File: src/rtl/seq_adder_pkg.sv
`default_nettype none
// ============================================================================
// Module   : seq_adder_pkg
// Purpose  : Shared types and sizing for the multi-cycle sliced adder.
// Revision : 1.0
// ============================================================================
package seq_adder_pkg;

    localparam int DEF_WIDTH = 32;
    localparam int DEF_CHUNK = 8;
    localparam int DEF_N     = DEF_WIDTH / DEF_CHUNK;

    // Keeps the slice counter at least one bit wide when N == 1.
    function automatic int cnt_width(input int n);
        return (n > 1) ? $clog2(n) : 1;
    endfunction

    localparam int DEF_CNT_W = cnt_width(DEF_N);

    typedef enum logic [1:0] {
        S_IDLE = 2'd0,
        S_RUN  = 2'd1,
        S_DONE = 2'd2
    } state_t;

endpackage
`default_nettype wire

File: src/rtl/seq_adder_chunk.sv
`default_nettype none
// ============================================================================
// Module   : chunk_adder
// Purpose  : Combinational W-bit carry-propagate slice with MSB carry-in tap.
// Revision : 1.0
// ============================================================================
module chunk_adder #(
    parameter int W = 8
) (
    input  logic [W-1:0] a,
    input  logic [W-1:0] b,
    input  logic         cin,
    output logic [W-1:0] sum,
    output logic         cout,
    output logic         c_msb
);

    logic [W:0] w_full;

    assign w_full = {1'b0, a} + {1'b0, b} + {{W{1'b0}}, cin};
    assign sum    = w_full[W-1:0];
    assign cout   = w_full[W];
    // Carry into the top bit recovered from that bit's sum equation.
    assign c_msb  = w_full[W-1] ^ a[W-1] ^ b[W-1];

endmodule
`default_nettype wire

File: src/rtl/seq_adder.sv
`default_nettype none
// ============================================================================
// Module   : seq_adder
// Purpose  : WIDTH-bit adder computed CHUNK bits per clock with start/done
//            handshake. Define SEQ_ADDER_SUB_EN to add the `sub` port (A-B).
// Revision : 1.0
// ============================================================================
module seq_adder
    import seq_adder_pkg::*;
#(
    parameter int WIDTH = DEF_WIDTH,
    parameter int CHUNK = DEF_CHUNK
) (
    input  logic             clk,
    input  logic             rst,
    input  logic             start,
`ifdef SEQ_ADDER_SUB_EN
    input  logic             sub,
`endif
    input  logic [WIDTH-1:0] A,
    input  logic [WIDTH-1:0] B,
    output logic             busy,
    output logic             done,
    output logic [WIDTH-1:0] Result,
    output logic             Cout,
    output logic             Overflow
);

    localparam int N  = WIDTH / CHUNK;
    localparam int CW = cnt_width(N);
    localparam logic [CW-1:0] c_LAST = CW'(N - 1);

    state_t           r_state;
    state_t           w_next;
    logic [WIDTH-1:0] r_a;
    logic [WIDTH-1:0] r_b;
    logic [WIDTH-1:0] r_sum;
    logic             r_carry;
    logic [CW-1:0]    r_cnt;

    logic [WIDTH-1:0] w_b_in;
    logic             w_cin0;
    logic             w_accept;
    logic             w_run;
    logic             w_last;
    logic [CHUNK-1:0] w_slice_sum;
    logic             w_slice_cout;
    logic             w_slice_cmsb;
    logic [WIDTH-1:0] w_sum_next;

`ifdef SEQ_ADDER_SUB_EN
    // Subtraction is A + ~B + 1: invert B at load, seed the carry with 1.
    assign w_b_in = sub ? ~B : B;
    assign w_cin0 = sub;
`else
    assign w_b_in = B;
    assign w_cin0 = 1'b0;
`endif

    assign w_run      = (r_state == S_RUN);
    assign w_accept   = !w_run && start;
    assign w_last     = w_run && (r_cnt == c_LAST);
    assign w_sum_next = {w_slice_sum, r_sum[WIDTH-1:CHUNK]};

    chunk_adder #(
        .W (CHUNK)
    ) u_chunk (
        .a     (r_a[CHUNK-1:0]),
        .b     (r_b[CHUNK-1:0]),
        .cin   (r_carry),
        .sum   (w_slice_sum),
        .cout  (w_slice_cout),
        .c_msb (w_slice_cmsb)
    );

    always_ff @(posedge clk or posedge rst) begin
        if (rst) begin
            r_state <= S_IDLE;
        end else begin
            r_state <= w_next;
        end
    end

    always_comb begin
        w_next = r_state;
        case (r_state)
            S_IDLE:  if (start) w_next = S_RUN;
            S_RUN:   if (r_cnt == c_LAST) w_next = S_DONE;
            S_DONE:  w_next = start ? S_RUN : S_IDLE;
            default: w_next = S_IDLE;
        endcase
    end

    always_ff @(posedge clk or posedge rst) begin
        if (rst) begin
            r_a      <= '0;
            r_b      <= '0;
            r_sum    <= '0;
            r_carry  <= 1'b0;
            r_cnt    <= '0;
            Result   <= '0;
            Cout     <= 1'b0;
            Overflow <= 1'b0;
        end else if (w_accept) begin
            r_a     <= A;
            r_b     <= w_b_in;
            r_carry <= w_cin0;
            r_cnt   <= '0;
        end else if (w_run) begin
            r_a     <= r_a >> CHUNK;
            r_b     <= r_b >> CHUNK;
            r_sum   <= w_sum_next;
            r_carry <= w_slice_cout;
            r_cnt   <= r_cnt + CW'(1);
            // Visible outputs only move on the completing edge.
            if (w_last) begin
                Result   <= w_sum_next;
                Cout     <= w_slice_cout;
                Overflow <= w_slice_cout ^ w_slice_cmsb;
            end
        end
    end

    assign busy = w_run;
    assign done = (r_state == S_DONE);

endmodule
`default_nettype wire

File: config.mk
export PLATFORM = sky130hd
export DESIGN_NAME = seq_adder
export DESIGN_NICKNAME = d
export VERILOG_FILES = /design/src/rtl/seq_adder_pkg.sv /design/src/rtl/seq_adder_chunk.sv /design/src/rtl/seq_adder.sv
export SDC_FILE = /design/constraint.sdc
export NUM_CORES = 1
export LEC_CHECK = 0
export CORE_MARGIN = 2
export CORE_UTILIZATION = 53
export DETAILED_ROUTE_END_ITERATION = 7
export HOLD_SLACK_MARGIN = 0.03
export MAX_ROUTING_LAYER = met4
export PLACE_DENSITY = 0.83
export SYNTH_ARGS = -nofsm -noshare
export SYNTH_HDL_FRONTEND = slang
export SYNTH_HIERARCHICAL = 1
export SYNTH_SLANG_ARGS = --single-unit
File: constraint.sdc
create_clock -name clk -period 4.5 [get_ports clk]
set_input_delay 0.45 -clock clk [delete_from_list [all_inputs] [get_ports clk]]
set_output_delay 0.45 -clock clk [all_outputs]
set_load 0.01 [all_outputs]
==> flow_metrics.tcl <==
set metrics [dict create \
    syn_inst 393 \
    avgViaCountPerCell 5.22 \
    fp.dieArea_um2 12000 \
    worstPathCellList "nand2b_4 > inv_2 > clkdlybuf4s50_1" \
    drive_above_1_share_pct 37.1 \
    clk_latency_ns 0.51 \
    postSynthAreaPerCell_um2 15.0 \
    ys_seq_area_share_pct 53.8 \
    cts_tree "built" \
    ir_worst_vdd_uv 598 \
    cts_buffers 17 \
    crit_fanout 58 \
    final-hold-violation-count 0 \
    maxSlewViolCount 0 \
    ant_nets 0 \
    worst_slack_ns 1.74 \
    tns_ns 0 \
    htreeDepth 4 \
    final_cell_mix "dfrtp_1, mux2_2, clkdlybuf4s50_1, mux2_4, nor2_1" \
    synthAdderAreaFrac_pct 2.37 \
    synth-seq-cells 127 \
    antenna_found_initial 0 \
    post-cts-setup-buffers 0 \
    synth_edf_count 0 \
    fin_skew_ns 0.0109 \
    cts_resized 0 \
    hold_path.class "reg -> reg" \
    synth-simple-area-share_pct 2.46 \
    dp_slack_ns 1.76 \
    ctsHoldBuffers 0 \
    finalCritPeriodShare_pct 61.3 \
    synth.mux.area_fraction_pct 34.5 \
    clk_path_buf_depth 2 \
    finalSetupViolations 0 \
    crit_path_max_incr_delay_ns 0.75 \
    placed_area_um2 6970 \
    io_buffers 102 \
    grt_use_total_pct 20.5 \
    gp_congestion 0.814 \
    synth-main-ff-cell "dfrtp_1" \
    status "finished clean" \
    grt_max_degree 104 \
    synth_warnings 6 \
    drv_cap 0 \
    cp_num_buf_inv 2 \
    hold_end "r_cnt[0]" \
    final_common_cell "dfrtp_1" \
    placementRows 38 \
    synth_top_family_by_area "multiplexers" \
    slew_headroom_pct 34.4 \
    grt_pass1_wl_um 17800 \
    rr_worst_depth 8 \
    synth_area_um2 5910 \
    synthToLayoutAreaGrowth_pct 27.9 \
    leakage_nw 3.43 \
    drc 0 \
    cp-start-kind "flip-flop" \
    crit_start "r_state[0]" \
    critical_path.top_delay_family "simple AND/OR/NAND/NOR gates" \
    timing.rr.start "r_a[0]" \
    ios 103 \
    critical_path_class "reg -> out" \
    ff2ff_setup_slack_ns 1.78 \
    clkTransAtPathRegs_ns 0.06 \
    critPathArrivalTime_ns 2.31 \
    rsz0062_at_grt "false" \
    grt_overflow_total 0 \
    wl_um 11000 \
    slowest_stage "nand2b_4" \
    die_y_um 110 \
    finalInstanceArea_um2 7560 \
    async_flop_share_pct 100 \
    wl_per_cell_um 16.9 \
    hp-start "r_cnt[0]" \
    r2r_end "Overflow" \
    fmax_mhz 362 \
    synth.distinct_cells 35 \
    period_needed_ns 2.76 \
    end_kind "primary output" \
    die_w_um 110 \
    grt_pass1_vias 3606 \
    cts_root_buffer "clkbuf_8" \
    powerDensity_nw_per_um2 767 \
    initial_utilization_pct 54.5 \
    dp_hpwl_um 7350 \
    synth_xor_area_share_pct 1.27 \
    final_nets 574 \
    synthesis.nets 470 \
    vias 3393 \
    cp.required_ns 4.05 \
    coreArea_um2 10800 \
    first_pass_iters 4 \
    worst-slew-pin-transition_ns 0.984 \
    hold_depth 1 \
    synth_compound_area_share_pct 2.29 \
    drtIter0Drc 115 \
    cts_sinks 127 \
    diodes 0 \
]
[where the power goes]
part           total, W  switching [W]  internal (W)
Clock           0.00135       0.000492      0.000857
Combinational   0.00244       0.000976       0.00146
Sequential      0.00201       0.000330       0.00168
Total           0.00580        0.00180       0.00400
[how the worst max path moves through the flow]
stage | to | cells past startpoint
2_1_floorplan | Cout | 1
3_3_place_gp | Overflow | 8
3_5_place_dp | Overflow | 8
4_1_cts | busy | 3
5_1_grt | busy | 3
6_report | busy | 3
[state kept, by name (all words and copies together) (netlist names)]
name	flops
r_carry	1
r_a	32
r_state	2
Cout	1
r_cnt	2
r_b	32
Result	32
r_sum	24
Overflow	1
[metrics by stage]
step | power (W) | cells | util (%) | hold WS (ns)
finish | 0.00580 | 650 | 69.7 | 0.493
CTS | 0.00586 | 650 | 69.7 | 0.494
floorplan | 0.00373 | 393 | - | 0.453
global placement | 0.00434 | 618 | 64.3 | 0.468
detailed placement | 0.00448 | 618 | 64.3 | 0.486
global route | 0.00618 | 650 | 69.7 | 0.519
[worst register-to-register path, delay by kind of cell, from the launching register on]
family,cells,cell delay (ns)
adders and majority gates,2,0.92
AOI/OAI and AO/OA,4,0.90
DFF,1,0.40
muxes,1,0.26
xor gates and xnor gates,1,0.14
[per-layer routing]
metal	global-route usage [%]	up-vias	wire, µm
li1	-	1617	-
met1	24.4	1671	4760
met2	33.2	97	5470
met3	7.29	8	649
met4	5.42	0	89
met5	-	-	0
[final cells by class]
class                   count  area (µm²)
fillers                   778        3280
flip-flops and latches    127        3180
multi-input cells         239        2540
repair buffers            105        1040
clock buffers              18         428
well taps                 140         175
clock inverters            14         166
inverters                   7        31.3
[kinds of logic after synthesis]
logic type      after synthesis
compound gates               19
xor+xnor                      7
fa+ha+maj                    10
buf+inv                      27
flops                       127
mux                         173
simple gates                 30
[cells in the mapped netlist, types with 2 or more instances]
master,number,area (µm²)
xor2_1,3,26.3
nor3_1,3,15.0
buf_2,6,30.0
o21ai_0,4,20.0
dfrtp_1,127,3180
nand2b_1,3,18.8
mux2_1,11,124
mux2i_1,17,170
buf_4,4,30.0
nor2_1,18,67.6
mux2_2,115,1290
mux2_4,30,450
xnor2_1,3,26.3
fa_1,2,40.0
ha_1,8,100
buf_6,10,113
nor2b_1,3,18.8
inv_1,6,22.5
a21oi_1,4,20.0
(Power assumes the default switching activity.)
==> RTL change, RTL diff (same flow settings) <==
Make the reset (`rst`) synchronous in 2 clocked blocks.
--- a/src/rtl/seq_adder.sv
+++ b/src/rtl/seq_adder.sv
@@ -75,3 +75,3 @@
 
-    always_ff @(posedge clk or posedge rst) begin
+    always_ff @(posedge clk) begin
         if (rst) begin
@@ -93,3 +93,3 @@
 
-    always_ff @(posedge clk or posedge rst) begin
+    always_ff @(posedge clk) begin
         if (rst) begin
Function: differs if rst is asserted again (counterexample within 4 cycles, from zero or initial values and one cycle with rst high); with rst held inactive, the same outputs for 10 cycles.
==> RTL change against the original RTL <==
  * Sequential share of layout area is 6.0 points lower
  * Worst setup slack worse by 0.53 ns
  * Final area is 6.7% lower
  * Sequential cell count stayed put
  * First-iteration DRC count is 70% higher
  * Synthesized area is 6.8% lower
  * Routed wire length is 13% higher
  * Clock skew is 0.0038 ns lower
  * Global-route usage is 3.0 points higher
  * Critical path type unchanged
  * Highest routed layer unchanged
Power is not compared: it rests on default switching activity, and its combinational part moved more than twofold at a synthesized area within 25%.
==> RTL change: results (changes against the original RTL) <==
status complete, no violations; # placed instances 781 (+26%); WL met2 6.48 mm (+18%); Slew @ Worst Pin 1.26 ns (+0.272 ns); HPWL Detailed 7.93 mm (+7.9%); CP max FO 81 (+40%); syn avg cell area 9.41 sq um (-37%); DP Area 6430 sq um (-7.7%); grt met3 use 6.32% (-0.98 points); R2R Path Start r_a[0]; total track usage 23.4% (+3.0 points); Post-Place Setup Slack 1.77 ns (+0.00836 ns); top cells by count, synth dfxtp_1, nand2_1, nor2_1; R2R depth 8 (unchanged); skew final 0.00708 ns (-0.00384 ns); sequential fraction of the synthesis area 46.1% (-7.6 points); drt initial violations 195 (+70%); reg-to-reg slack, setup 1.93 ns (+0.15 ns); Vias per Instance 5.42 (+3.8%); Layout Nets 741 (+29%); post-synthesis mux area share 11.6% (-23 points); CTS H-tree depth 4 (unchanged); top_reg_cell synth dfxtp_1; first-pass GRT wire length 20.3 mm (+14%); hold path start Result[15]; Synth Area in Compound Gates 18.3% (+16 points); M1 GR Usage 26.1% (+1.7 points); Hold Path End Result[15]; Async SR Flop Fraction 0% (-100 points); M2 GR Usage 40.6% (+7.4 points); # Post-CTS Setup Buffers 0 (unchanged); Post-Synth XOR/XNOR Area 1.36% (+0.092 points); crit path launch r_state[1]; vias in the first global route 4316 (+20%); largest net degree at the start of global routing 82 (-21%); layout cells sized above 1 12.1% (-25 points); Post-Syn Nets 663 (+41%); worst r2r dst Overflow; Post-Synth Adder-Cell Area 2.54% (+0.17 points); Final Wtd Congestion 0.832 (+2.1%); critical path arrival 2.84 ns (+0.53 ns); Total Wirelength 12.4 mm (+13%); cts repair resizes 0 (unchanged); fill count 789 (+1.4%); Netlist cell types 36 (+2.9%); PnR worst setup slack 1.21 ns (-0.533 ns); Hold Crit Depth 2 (+1); fin cells 813 (+25%); wire length on met3 714 microns (+10%); Met1 Routed Length 4.97 mm (+4.4%); dominant cells by area after synthesis dfxtp_1, mux2i_1, a211oi_2, nand2_1, a21oi_1; CP delay by family, top buffers and inverters; min-delay worst type reg2reg
-- RTL change: cell count changes in the layout (fill, tap and decap cells not counted), moves of 40 or more --
cell	unedited run	this run
a21oi_1	4	64
mux2_2	115	0
a211oi_2	1	41
nor2_1	18	69
dfxtp_1	0	127
mux2i_1	17	64
nand2_1	1	117
dfrtp_1	127	0
-- RTL change: layout make-up --
cell class | count | area share, %
clock buffer | 19 | 6.26
inverter | 5 | 0.284
multi-input combinational | 409 | 37.7
timing repair buffer | 104 | 14.6
tap | 136 | 2.41
sequential | 127 | 36.0
clock inverter | 13 | 2.66
-- RTL change: stage by stage --
step | hold slack [ns] | utilization (%) | power, mW
global placement | 0.444 | 62.8 | 1.59
global route | 0.473 | 69.0 | 3.12
detailed placement | 0.447 | 62.8 | 1.60
floorplan | 0.432 | - | 1.50
finish | 0.453 | 69.0 | 3.01
CTS | 0.455 | 69.0 | 3.02
-- RTL change: power breakdown --
group	switching [mW]	internal, mW
logic	0.191	0.170
registers	0.0428	1.19
clock network	0.488	0.929
